## src/rtl/rldramii_dmaster_byte_fifo.sv

```systemverilog
// rldramii_dmaster_byte_fifo: FWFT byte FIFO behind the dmaster timing adapter, with overflow drop counting.
// Optional DMASTER_FIFO_LEVEL_EN adds a registered fill_level output; otherwise fill_level is tied to 0.
module rldramii_dmaster_byte_fifo #(
  parameter int DATA_W = 8,
  parameter int DEPTH  = 16,
  parameter int ADDR_W = 4
) (
  input  logic              clk,
  input  logic              reset,
  input  logic              in_valid,
  input  logic [DATA_W-1:0] in_data,
  output logic              in_ready,
  output logic              out_valid,
  output logic [DATA_W-1:0] out_data,
  input  logic              out_ready,
  input  logic              clr_ovf,
  output logic              ovf_flag,
  output logic [7:0]        drop_cnt,
  output logic [ADDR_W:0]   fill_level
);
  localparam logic [ADDR_W:0] FULL = (ADDR_W+1)'(DEPTH);
  localparam logic [ADDR_W:0] ONE  = (ADDR_W+1)'(1);
  localparam logic [ADDR_W:0] ZERO = '0;
  logic [DATA_W-1:0] mem [DEPTH];
  logic [ADDR_W-1:0] wr_ptr, rd_ptr, rd_inc;
  logic [ADDR_W:0]   count, count_nxt;
  logic [DATA_W-1:0] head_nxt;
  logic              push, pop, full, ovf;
  // The head register is reloaded from in_data when the pushed byte becomes the head,
  // otherwise from the slot behind the popped one.
  always_comb begin
    full      = count == FULL;
    pop       = out_valid & out_ready;
    push      = in_valid & (!full | pop);
    ovf       = in_valid & full & !pop;
    rd_inc    = rd_ptr + ADDR_W'(1);
    count_nxt = count + (ADDR_W+1)'(push) - (ADDR_W+1)'(pop);
    head_nxt  = (push & (count == (pop ? ONE : ZERO))) ? in_data : pop ? mem[rd_inc] : out_data;
  end
  always_ff @(posedge clk)
    if (push) mem[wr_ptr] <= in_data;
  always_ff @(posedge clk) begin
    if (reset) begin
      wr_ptr    <= '0;
      rd_ptr    <= '0;
      count     <= '0;
      out_valid <= 1'b0;
      out_data  <= '0;
      in_ready  <= 1'b1;
      ovf_flag  <= 1'b0;
      drop_cnt  <= '0;
    end else begin
      wr_ptr    <= push ? wr_ptr + ADDR_W'(1) : wr_ptr;
      rd_ptr    <= pop ? rd_inc : rd_ptr;
      count     <= count_nxt;
      out_valid <= count_nxt != ZERO;
      out_data  <= head_nxt;
      in_ready  <= count_nxt != FULL;
      ovf_flag  <= clr_ovf ? 1'b0 : (ovf | ovf_flag);
      drop_cnt  <= clr_ovf ? 8'd0 : (ovf && drop_cnt != 8'hFF) ? drop_cnt + 8'd1 : drop_cnt;
    end
  end
`ifndef SYNTHESIS
  always_ff @(posedge clk)
    if (!reset && ovf) $display("%m: overflow, byte 0x%0h dropped", in_data);
`endif
`ifdef DMASTER_FIFO_LEVEL_EN
  always_ff @(posedge clk)
    fill_level <= reset ? ZERO : count_nxt;
`else
  assign fill_level = '0;
`endif
endmodule

```

## config.mk

```make
export PLATFORM = sky130hd
export DESIGN_NAME = rldramii_dmaster_byte_fifo
export DESIGN_NICKNAME = d
export VERILOG_FILES = /design/src/rtl/rldramii_dmaster_byte_fifo.sv
export SDC_FILE = /design/constraint.sdc
export NUM_CORES = 1
export LEC_CHECK = 0
export CORE_MARGIN = 10
export CORE_UTILIZATION = 40
export CTS_CLUSTER_SIZE = 14
export DETAILED_ROUTE_END_ITERATION = 8
export HOLD_SLACK_MARGIN = 0.12
export PLACE_DENSITY = 0.7
export SYNTH_ARGS = -nofsm -noshare
export SYNTH_HDL_FRONTEND = slang
export SYNTH_SLANG_ARGS = --single-unit
```

## constraint.sdc

```tcl
create_clock -name clk -period 2.4 [get_ports clk]
set_input_delay 0.24 -clock clk [delete_from_list [all_inputs] [get_ports clk]]
set_output_delay 0.24 -clock clk [all_outputs]
set_load 0.05 [all_outputs]
```

Word-level counts from Yosys, hierarchy flattened
Memory sizes are Yosys's and may differ from the RTL's.
Cells that the tools add are included.
Storage, ports and cells
  memories: 1
  output and inout bits: 24
  RAM bits: 128
  register bits: 32
Cells by class
  equality and inequality tests: 4
  multiplexer cells: 5
  reductions and logical operators: 6
  add/subtract/negate cells: 5
  bitwise operators: 7
Memory list
  mem: depth 16, width 8, rd ports 1, clocked after Yosys merged registers in 0, write ports 1, line 24  | logic [DATA_W-1:0] mem [DEPTH];
Operator list (number)
  $mux 8: 2
  $add 4x1->4 const B: 2
  $add 8x1->8 const B: 1
  $ne 8x8->1 const B: 1
  $add 5x1->5: 1
  $and 1x1->1: 5
  $eq 5x1->1: 1
  $eq 5x5->1 const B: 1
  $ne 5x5->1 const B: 1
  $reduce_bool 5->1: 1
  $sub 5x1->5: 1
  $mux 1: 3
  $logic_not 1->1: 2
  $or 1x1->1: 2
  $reduce_bool 2->1: 1
  $reduce_or 2->1: 1
  $logic_and 1x1->1: 1

Depth between registers and ports, before layout
Gate-level depths: netlist (run 1).
  depth in word-level cells: 7
  gate-level depth with buffers: 14
  mapped depth without buffers: 14

Worst setup path before layout (run 1)
OpenSTA, ideal clock, no wires.
  path type: register -> register
  start: reg out_valid
  end: reg out_valid
  stages on the path, launching flop included: 13
  data arrival time: 2.522 ns
  path slack: -0.193 ns
  setup time: 0.071 ns
  period minus slack after synthesis: 2.593 ns
  buffers on the path: 0
  cells stage by stage: dfxtp_1 nand2_1 a21boi_2 nand2_1 nand2_1 ha_1 inv_1 fa_1 nor2b_1 o21bai_1 nand3_1 nor3b_1 o21bai_1
On the way
  cells in the longest elaborated chain, start to end: 6
Ends and longest elaborated chain
  start: declaration: line 13  | output logic out_valid,
  start signal: assignment: line 47  | out_valid <= 1'b0;
  start signal: assignment: line 56  | out_valid <= count_nxt != ZERO;
  $and 1x1->1 (*): line 33  | pop = out_valid & out_ready;
  $or 1x1->1: line 34  | push = in_valid & (!full | pop);
  $and 1x1->1: line 34
  $add 5x1->5: line 37  | count_nxt = count + (ADDR_W+1)'(push) - (ADDR_W+1)'(pop);
  $sub 5x1->5 (*): line 37
  $reduce_bool 5->1 (*): line 56
Mark *: on every way between the ends. The rest lies on a longest branch, timed or not.
A chain may end at the register's enable or synchronous reset.

Final worst setup path (run 1)
  start: reg count[2]
  end: reg out_valid
On the way
  cells in the longest elaborated chain, start to end: 7
Ends and longest elaborated chain
  start: declaration: line 26  | logic [ADDR_W:0] count, count_nxt;
  start signal: assignment: line 55  | count <= count_nxt;
  $eq 5x5->1: line 32  | full = count == FULL;
  $logic_not 1->1: line 34
  $or 1x1->1: line 34
  $and 1x1->1: line 34
  $add 5x1->5 (*): line 37
  $sub 5x1->5 (*): line 37
  $reduce_bool 5->1 (*): line 56
Marks and branches as above.

==> results of run 1 <==
==> logic make-up after synthesis <==
kind of cell,after synthesis,synth area share (%)
buffers and inverters,37,2.96
other,1,0.0558
XOR/XNOR,16,2.20
adder cells (fa/ha/maj),12,2.34
AO/OA/AOI/OAI,65,7.05
flip-flops,160,66.7
multiplexers,50,12.0
AND/OR/NAND/NOR,98,6.75
==> cells in the mapped netlist (all sizes together), types with 2 or more instances <==
library cell | n | area (um^2)
o22ai | 2 | 12.5
dfxtp | 32 | 641
buf | 18 | 128
o2111ai | 2 | 23.8
a31oi | 9 | 56.3
o211ai | 7 | 52.6
nor2b | 2 | 12.5
nor3 | 8 | 40.0
inv | 12 | 45.0
mux4 | 24 | 544
and2 | 2 | 12.5
nand2b | 3 | 18.8
edfxtp | 128 | 3840
or3 | 2 | 12.5
nand3 | 6 | 30.0
xor2 | 6 | 60.1
nand2 | 17 | 63.8
mux2i | 26 | 260
a21oi | 7 | 35.0
a211o | 8 | 70.1
clkbuf | 6 | 22.5
a22oi | 14 | 105
ha | 11 | 138
a21boi | 2 | 18.8
o21bai | 2 | 15.0
xnor2 | 10 | 87.6
o21ai | 2 | 10.0
o21a | 8 | 60.1
nor2 | 48 | 183
and4bb | 2 | 25.0
nand4 | 3 | 18.8
==> stage by stage <==
| stage | worst slack [ps] | instance area [um^2] | instances |
|---|---|---|---|
| finish | -7.14 | 8140 | 749 |
| floorplan | 32.6 | 6760 | 443 |
| detailed placement | -119 | 7520 | 714 |
| global placement | 58.8 | 7520 | 714 |
| CTS | -80.2 | 8120 | 748 |
| global route | -158 | 8140 | 749 |
==> worst min path at each step <==
stage                              from                  end  cells past startpoint
CTS                 ovf_flag$_SDFF_PP0_  ovf_flag$_SDFF_PP0_                      2
finish              ovf_flag$_SDFF_PP0_  ovf_flag$_SDFF_PP0_                      2
global route        ovf_flag$_SDFF_PP0_  ovf_flag$_SDFF_PP0_                      2
global placement    ovf_flag$_SDFF_PP0_  ovf_flag$_SDFF_PP0_                      2
detailed placement  ovf_flag$_SDFF_PP0_  ovf_flag$_SDFF_PP0_                      2
floorplan                         reset  count[4]$_SDFF_PP0_                      1
==> cell type report <==
class                           count  share of cell area [%]
Sequential cell                   160                    55.1
Multi-Input combinational cell    246                    25.9
Timing Repair Buffer               78                    8.14
Clock buffer                       18                    5.27
Tap cell                          220                    3.38
Clock inverter                     14                    1.64
Inverter                           13                   0.599
==> critical path: stages, from the launching register on <==
cell and delay, ps:
dfxtp_2 340, inv_2 50, ha_4 150, and4bb_2 240, a21boi_4 130, nand2_1 60
nand2_1 90, ha_2 190, inv_2 40, fa_2 350, nor2b_2 150, o21bai_2 80
a21oi_2 190, nor3b_4 70, o21bai_1 160
==> cells in the final DEF (no fill, tap or decap), types with 3 or more instances in the layout <==
master	Yosys	final
edfxtp_1	128	128
nor2_1	47	47
buf_4	8	47
clkdlybuf4s50_1	0	31
dfxtp_1	32	29
mux2i_1	26	26
mux4_2	23	23
nand2_1	17	17
clkbuf_16	0	17
a22oi_1	14	14
xnor2_1	10	10
inv_1	12	9
a31oi_1	9	9
nor3_1	8	8
o21a_1	8	8
a211o_1	8	8
ha_1	11	8
o211ai_1	7	7
a21oi_1	7	6
nand3_1	6	6
xor2_1	5	5
conb_1	1	5
clkinv_4	0	4
inv_2	0	3
nand2b_1	3	3
nand4_1	3	3
dfxtp_2	0	3
==> sequential cells by signal, indices dropped and copies added, names as in the netlist <==
register / count
out_valid: 1
rd_ptr: 4
ovf_flag: 1
drop_cnt: 8
out_data: 8
wr_ptr: 4
count: 5
mem: 128
in_ready: 1
==> per-layer routing <==
metal / vias to the layer above / global-route usage, % / routed length [um]
met5: - / 0 / 0
met4: 0 / 5.20 / 203
met3: 15 / 3.41 / 951
met2: 115 / 20.9 / 7120
met1: 1993 / 16.9 / 6340
li1: 1833 / - / -
==> where the power goes <==
group,switching (mW),internal [mW]
registers,0.112,3.17
clock network,1.10,1.44
logic,1.24,1.03
==> what timing repair did <==
action,CTS,global route
cloned,0,0
setup buffers,2,1
pin swaps,7,7
resized for setup,9,3
setup endpoints to repair,2,3
==> impl_summary.md, run 1 <==
Finish
Of the cells placed in the final design, the portion with a size suffix greater than 1 is 22.7%. The area of the multi-input gates is 2110 um^2. The antenna diode count is 0. For this run, the post-layout net count is 541.

The count of filler cells inserted in the layout is 1363. The sequential cell area is 4490 um^2. The post-synthesis to final-layout area growth is 21.1%.

The share of the core filled with cells is 49.3%.

Global route
The first-pass GRT wire length is 22.1 mm. The total global-route track usage is 13.2%. After global routing the overflow that remains totals 0.

The number of antenna violations at the first check in global routing is 0. Entering global routing, the biggest net connects 23 pins. The number of global-route vias before repair is 3928.

Routing
The detailed-router iteration count before antenna repair is 4. After detailed routing, the average wire length per cell comes to 19.5 um. The number of nets with antenna violations after detailed routing is 0. In the routed design, unresolved DRC markers number 0.

For this block, the initial DRC count from the detailed router was 333. The final wirelength is 14.6 mm. The routed layout has 3956 vias. The average vias per placed instance is 5.28.

Floorplanning
The floorplan has 47 rows. The die extent in y is 150 um. The effective utilization at floorplan is 40.7%. The floorplan step defined a die boundary enclosing 22400 um^2. The count of boundary I/O pins is 37.

The die outline width is 150 um. The standard cell core area is 16500 um^2.

Clock network
The tree is rooted in a clkbuf_16. The deepest clock path buffer count is 2. The number of H-tree branching levels is 4. The post-cts hold buffer count is 0. At the later pin of the worst-skew pair, clock insertion delay measures 430 ps. The CTS tree is yes. The number of clock buffers added by TritonCTS is 17.

Clock-pin slew was measured on the worst setup and hold paths at 60 ps. The total number of clock tree sinks is 160.

STA
The number of hold violations in the final report is 0. Measured against its own limit, the worst slew margin works out to 43.7%. The count of final max-slew check failures is 0. The portion of the clock cycle consumed by the worst path in the final layout is 100%. Setup repair after global routing could not meet its margin everywhere. Hold timing on the final database bottoms out at a slack of 474 ps. The post-route clock skew is 6.38 ps. The number of setup violations in the final report is 1.

The transition time of the tightest slew-check pin is 845 ps. Timing would allow up to 415 MHz. The least setup slack across all paths after layout is -7.14 ps. After layout, the minimum clock period comes to 2410 ps. The final sum of negative setup slack is -7.14 ps.

Synthesis
The synthesized instance count is 439. Synthesis inferred 160 register bits. The post-synthesis cell type count is 51. In this run the cell area of the synthesized design comes to 6730 um^2. The predominant post-synthesis flop cell is edfxtp_1.

For this run, the register share of the synthesized area comes to 66.7%. The synthesized design contains 128 enable-type register cells. The mean cell area of the mapped netlist is 15.3 um^2.

Counting flops with an async set or reset pin after synthesis yields a share of 0%. The number of warnings printed during yosys synthesis is 0.

Critical path
The end point of the critical path is out_valid$_SDFF_PP0_. Along the worst path, the maximum fanout reaches 3. The worst register-to-register path ends at out_valid$_SDFF_PP0_.

STA puts the critical path data required time at 2710 ps. The number of cells on the worst reg-to-reg path is 14. The critical path startpoint category is a flop.

The flop-to-flop setup slack is -7 ps. The worst flop-to-flop path startpoint is count[2]$_SDFF_PP0_. The signal arrival time at the worst endpoint is 2710 ps. The launching element of the worst setup path is count[2]$_SDFF_PP0_. The kind of end point of the critical path is a flop. The worst setup path is of the reg2reg kind.

Place
During placement, the flow inserted port buffers numbering 31. The global placer's final weighted congestion is 0.845. The post-detailed-placement half-perimeter wirelength is 10.0 mm.

Pwr
For this design the ratio of total power to cell area is 995 nW/um^2. The leakage power of the design is 2.75 nW. IR analysis of the VDD net gives a maximum drop of 594 uV.

The power after layout is 8.10 mW.

Flow run
The number of max-capacitance violations reported is 0.

Status
The checks that failed: setup timing. The flow ran to the end, but the final reports show violations.

Worst hold path
The worst hold path belongs to the class reg2reg.
Note: power is estimated with default switching activity, not from simulation.
==> inputs of run 2 (changes only) <==
--- a/config.mk
+++ b/config.mk
@@ -5,6 +5,7 @@
 export SDC_FILE = /design/constraint.sdc
 export NUM_CORES = 1
 export LEC_CHECK = 0
+export ABC_AREA = 0
 export CORE_MARGIN = 10
 export CORE_UTILIZATION = 40
 export CTS_CLUSTER_SIZE = 14
==> results of run 2 <==
Final layout, timing and power as in run 1 (identical DEF).
==> inputs of run 3 (changes only) <==
--- a/config.mk
+++ b/config.mk
@@ -12,6 +12,7 @@
 export DETAILED_ROUTE_END_ITERATION = 8
 export HOLD_SLACK_MARGIN = 0.12
 export PLACE_DENSITY = 0.7
+export SLEW_MARGIN = 30
 export SYNTH_ARGS = -nofsm -noshare
 export SYNTH_HDL_FRONTEND = slang
 export SYNTH_SLANG_ARGS = --single-unit
==> results of run 3 <==
Final layout, timing and power as in run 1 (identical DEF).
==> RTL edit 1: new RTL, flow settings as in run 2 <==
Register the output `ovf_flag` once more, with the module's reset; this adds one clock of latency there. The other outputs are not delayed to match.
--- a/src/rtl/rldramii_dmaster_byte_fifo.sv
+++ b/src/rtl/rldramii_dmaster_byte_fifo.sv
@@ -21,6 +21,8 @@
   localparam logic [ADDR_W:0] FULL = (ADDR_W+1)'(DEPTH);
   localparam logic [ADDR_W:0] ONE  = (ADDR_W+1)'(1);
   localparam logic [ADDR_W:0] ZERO = '0;
+
+  logic ovf_flag_s0;
   logic [DATA_W-1:0] mem [DEPTH];
   logic [ADDR_W-1:0] wr_ptr, rd_ptr, rd_inc;
   logic [ADDR_W:0]   count, count_nxt;
@@ -47,7 +49,7 @@
       out_valid <= 1'b0;
       out_data  <= '0;
       in_ready  <= 1'b1;
-      ovf_flag  <= 1'b0;
+      ovf_flag_s0 <= 1'b0;
       drop_cnt  <= '0;
     end else begin
       wr_ptr    <= push ? wr_ptr + ADDR_W'(1) : wr_ptr;
@@ -56,7 +58,7 @@
       out_valid <= count_nxt != ZERO;
       out_data  <= head_nxt;
       in_ready  <= count_nxt != FULL;
-      ovf_flag  <= clr_ovf ? 1'b0 : (ovf | ovf_flag);
+      ovf_flag_s0 <= clr_ovf ? 1'b0 : (ovf | ovf_flag_s0);
       drop_cnt  <= clr_ovf ? 8'd0 : (ovf && drop_cnt != 8'hFF) ? drop_cnt + 8'd1 : drop_cnt;
     end
   end
@@ -70,5 +72,13 @@
 `else
   assign fill_level = '0;
 `endif
+  always_ff @(posedge clk) begin
+    if (reset) begin
+      ovf_flag <= '0;
+    end else begin
+      ovf_flag <= ovf_flag_s0;
+    end
+  end
+
 endmodule
 
Behaviour: same outputs for any inputs over 10 cycles, from zero or initial values and one cycle with reset high; that may be too few to reach the edited logic, so the function may still have changed.
==> RTL edit 1 against run 2 <==
- area after synthesis is 0.39% higher
- critical endpoint unchanged
- utilization is 0.32 points higher
- sequential cell count is 1 higher
- critical path depth stayed put
- synthesized cell count is 0.46% higher
- setup slack better by 43 ps
- total power is 2.4% higher
- cell area is 1.0% higher
- routed wire length is 0.58% higher
- global-route usage is 0.54 points higher
==> RTL edit 1: results (changes against run 2) <==
- Leading post-synthesis cells by cell area: edfxtp_1, dfxtp_1, mux4_2
- Status: finished, final reports clean
- Net Sw Frac: 30.2% (-0.083 points)
- Post-synthesis mux area share: 11.9% (-0.047 points)
- Global placer's final weighted congestion: 0.809 (-4.3%)
- Crit Reg-Reg Startpoint: count[3]
- First-pass GRT wire length: 23.4 mm (+6.2%)
- Sequential fraction of the synthesis area: 66.7% (about the same)
- Router iterations before antenna repair: 5 (+1)
- Vias per cell: 5.32 (+0.72%)
- Compound-Gate Fraction of Synth Area: 7.02% (-0.027 points)
- Global Route Usage Sum: 13.7% (+0.54 points)
- Via count: 4011 (+1.4%)
- Filler instances: 1393 (+2.2%)
- Post-DP HPWL: 10.2 mm (+1.6%)
- Placement Cell Area: 7540 µm² (+0.25%)
- Leakage power total: 2.79 nW (+1.4%)
- Layout cells sized above 1: 23.2% (+0.54 points)
- Initial DRC Count: 271 (-19%)
- Synth Instances: 441 (+0.46%)
- Post-CTS sizing: 7 (-2)
- Worst rel slew slack: 61.4% (+18 points)
- Post CTS Setup Buffer Count: 4 (+2)
- Vias in the first global route: 4158 (+5.9%)
- Pre-CTS WS: -25.4 ps (+93.4 ps)
- Setup ws final: 35.4 ps (+42.6 ps)
- Xor/xnor share of the synthesized area: 2.19% (-0.0085 points)
-- RTL edit 1: cells by family (layout without fill, tap and decap cells) --
| group | Yosys count | count (layout) |
|---|---|---|
| AOI/OAI and AO/OA | 65 | 65 |
| xor gates and xnor gates | 16 | 16 |
| adders and majority gates | 12 | 12 |
| buffers and inverters | 37 | 126 |
| DFF | 161 | 161 |
| muxes | 50 | 50 |
| other | 1 | 5 |
| and+or+nand+nor | 99 | 99 |
-- RTL edit 1: layout make-up --
type	instances	area, µm²	share of cell area (%)
sequential	161	4510	54.8
timing repair buffer	81	686	8.33
inverter	13	48.8	0.593
clock inverter	15	175	2.13
tap	220	275	3.35
clock buffer	17	425	5.17
multi-input combinational	247	2110	25.6
-- RTL edit 1: critical path, stage by stage (launching register included) --
cell      delay [ps]
dfxtp_2          340
inv_2             50
ha_4             140
and4bb_2         240
a21boi_4         130
nand2_1           60
nand2_1           80
ha_2             200
inv_2             40
fa_2             330
nor2b_1          140
o21bai_1          90
a21oi_1          170
nor3b_2           80
o21bai_1         150
-- RTL edit 1: per-layer routing --
layer  vias up  part of all wire (%)  GRT usage [%]
li1       1837                     -              -
met1      2038                    43           17.3
met2       125                    50           22.5
met3        11                   6.9           4.02
met4         0                  0.78           3.89
met5         -                     0              0
-- RTL edit 1: worst min path at each step --
stage,startpoint,end,slack [ps],cells after the start
6_report,ovf_flag_s0,ovf_flag,470,1
3_3_place_gp,ovf_flag_s0,ovf_flag_s0,450,2
5_1_grt,ovf_flag_s0,ovf_flag,480,1
2_1_floorplan,reset,count[4],320,1
3_5_place_dp,ovf_flag_s0,ovf_flag_s0,460,2
4_1_cts,ovf_flag_s0,ovf_flag,470,1
==> RTL edit 2: new RTL, config.mk and constraints of run 2 <==
Made on the original files. The parameter `DEPTH` goes from 16 to 8.
--- a/src/rtl/rldramii_dmaster_byte_fifo.sv
+++ b/src/rtl/rldramii_dmaster_byte_fifo.sv
@@ -2,7 +2,7 @@
 // Optional DMASTER_FIFO_LEVEL_EN adds a registered fill_level output; otherwise fill_level is tied to 0.
 module rldramii_dmaster_byte_fifo #(
   parameter int DATA_W = 8,
-  parameter int DEPTH  = 16,
+  parameter int DEPTH  = 8,
   parameter int ADDR_W = 4
 ) (
   input  logic              clk,
Function: changed (Yosys sat finds a counterexample within 10 cycles, from zero or initial values and one cycle with reset high).
==> RTL edit 2 against run 2 <==
- area after synthesis shrank 41%
- routed wire length down 45%
- die area decreased by 36%
- first-iteration DRC count down 59%
- cell area decreased by 41%
- global-route usage fell by 1.7 points
- setup slack gained 170 ps
- combinational power shrank 37%
- sequential cell count down 66
- total power is 44% lower
- hold slack improved by 8.0 ps
- non-clock buffer count shrank 24
- fmax increased by 7.4%
- critical endpoint is now mem[7][4]
- largest cell class unchanged
==> RTL edit 2: results (changes against run 2) <==
- Avg Cell Area, Syn: 15.3 µm² (-0.39%)
- Non-filler instance count after layout: 455 (-39%)
- CP Launch Point: count[2]
- TritonCTS Buffers: 9 (-8)
- First-pass GRT wire length: 12.9 mm (-42%)
- Total Wirelength: 8.04 mm (-45%)
- Peak VDD IR: 0.279 mV (-53%)
- H-tree levels: 3 (-1)
- Synth cell types: 51 (unchanged)
- Leading post-synthesis cells by cell area: edfxtp_1, dfxtp_1, mux4_2
- Placed cell count: 438 (-39%)
- Post-synth top cells: edfxtp_1, dfxtp_1, nor2_1
- R2R depth: 5 (-9)
- Vias in the first global route: 2390 (-39%)
- Initial antenna violation count: 0 (unchanged)
- Vias per cell: 5.18 (-1.8%)
- # diodes: 0 (unchanged)
- Clk buf depth: 2 (unchanged)
- Port Buffer Count: 31 (unchanged)
- CTS tree: built
- Arr. time, crit path: 2300 ps (-410 ps)
- Worst hold-check path type: flip-flop to flip-flop
- Async SR Flop Fraction: 0% (unchanged)
- Router iterations before antenna repair: 4 (unchanged)
- Status: finished, final reports clean
- Layout cells sized above 1: 23.0% (+0.30 points)
- Leakage power total: 1.61 nW (-41%)
- Clock Latency Late Sink: 370 ps (-60 ps)
- Worst clock skew: 16.1 ps (+9.68 ps)
- Least-Margin Pin Slew: 1090 ps (+247 ps)
- Synth warn: 0 (unchanged)
- R2r endpoint: mem[7][4]
- Initial DRC Count: 137 (-59%)
- Global Route Usage Sum: 11.5% (-1.7 points)
- Clock transition at path regs: 80 ps (+20 ps)
- Filler instances: 841 (-38%)
- Post-synth EDFFs: 64 (-50%)
- Post-DP HPWL: 5.53 mm (-45%)
- CP endpoint: mem[7][4]
- Largest regs: mem x64, drop_cnt x8, out_data x8
- Global placer's final weighted congestion: 0.838 (-0.78%)
- Pin count of the biggest net entering global routing: 18 (-22%)
- Root buffer cell: clkbuf_8
- Crit-path max FO: 8 (+5)
- Sequential fraction of the synthesis area: 63.3% (-3.3 points)
- Flop-to-flop setup slack: 160 ps (+170 ps)
- Layout Nets: 340 (-37%)
## RTL edit 2: cell count changes after synthesis, sizes merged, moves of 14 or more
| cell | before | now |
|---|---|---|
| mux2i | 26 | 2 |
| nor2 | 48 | 18 |
| a22oi | 14 | 0 |
| edfxtp | 128 | 64 |
## RTL edit 2: logic make-up after synthesis
family	count (synthesis)	share of synthesized area, %
other	1	0.0942
AOI/OAI and AO/OA	45	9.43
muxes	18	9.55
DFF	94	63.3
buffers and inverters	22	3.05
and+or+nand+nor	64	9.68
xor gates and xnor gates	7	1.54
adders and majority gates	10	3.33
## RTL edit 2: worst min path at each step
| stage | start | to | depth (start not counted) |
|---|---|---|---|
| 2_1_floorplan | in_data[0] | mem[0][0] | 0 |
| 3_3_place_gp | rd_ptr[1] | rd_ptr[1] | 2 |
| 3_5_place_dp | rd_ptr[1] | rd_ptr[1] | 2 |
| 4_1_cts | rd_ptr[1] | rd_ptr[1] | 2 |
| 5_1_grt | rd_ptr[1] | rd_ptr[1] | 2 |
| 6_report | rd_ptr[1] | rd_ptr[1] | 2 |
## RTL edit 2: cell type report
type	count	area, µm²	share of cell area [%]
multi-input cells	149	1370	28.5
repair buffers	54	508	10.6
clock inverters	4	55.1	1.14
well taps	133	166	3.46
inverters	9	33.8	0.702
clock buffers	12	155	3.22
flip-flops and latches	94	2520	52.4
## RTL edit 2: power by group
part	total (W)	internal, W	leakage, nW	switching (W)
clock	0.00109	0.000544	0.103	0.000546
sequential	0.00198	0.00188	0.826	0.000102
combinational	0.00144	0.000663	0.685	0.000775
## RTL edit 2: per-layer routing
layer,wire length [µm],up-vias,track usage [%]
li1,-,1121,-
met1,3610,1181,14.4
met2,3890,49,18.1
met3,398,8,2.58
met4,136,0,6.11
met5,0,-,0
## RTL edit 2: worst max-delay path, cell delays in order, from the launching register on
cell,delay [ps]
dfxtp_1,320
inv_1,100
ha_2,220
or4b_2,650
o211ai_1,350
nor2_1,300
## RTL edit 2: timing repair
| action | 4_1_cts | 5_1_grt |
|---|---|---|
| pin swaps | 1 | 2 |
| gates resized for setup | 2 | 4 |
| setup buffers | 0 | 1 |
| endpoints found under the setup margin | 1 | 4 |
## RTL edit 2: stage by stage
stage          instance area, µm²  setup WS [ps]  hold slack, ps  util (%)
6_report                     4810            158             482      49.5
2_1_floorplan                4000           82.8             339         -
5_1_grt                      4810           20.2             491      49.5
3_5_place_dp                 4580          -60.4             466      47.1
3_3_place_gp                 4580          -65.9             449      47.1
4_1_cts                      4790           30.5             481      49.2
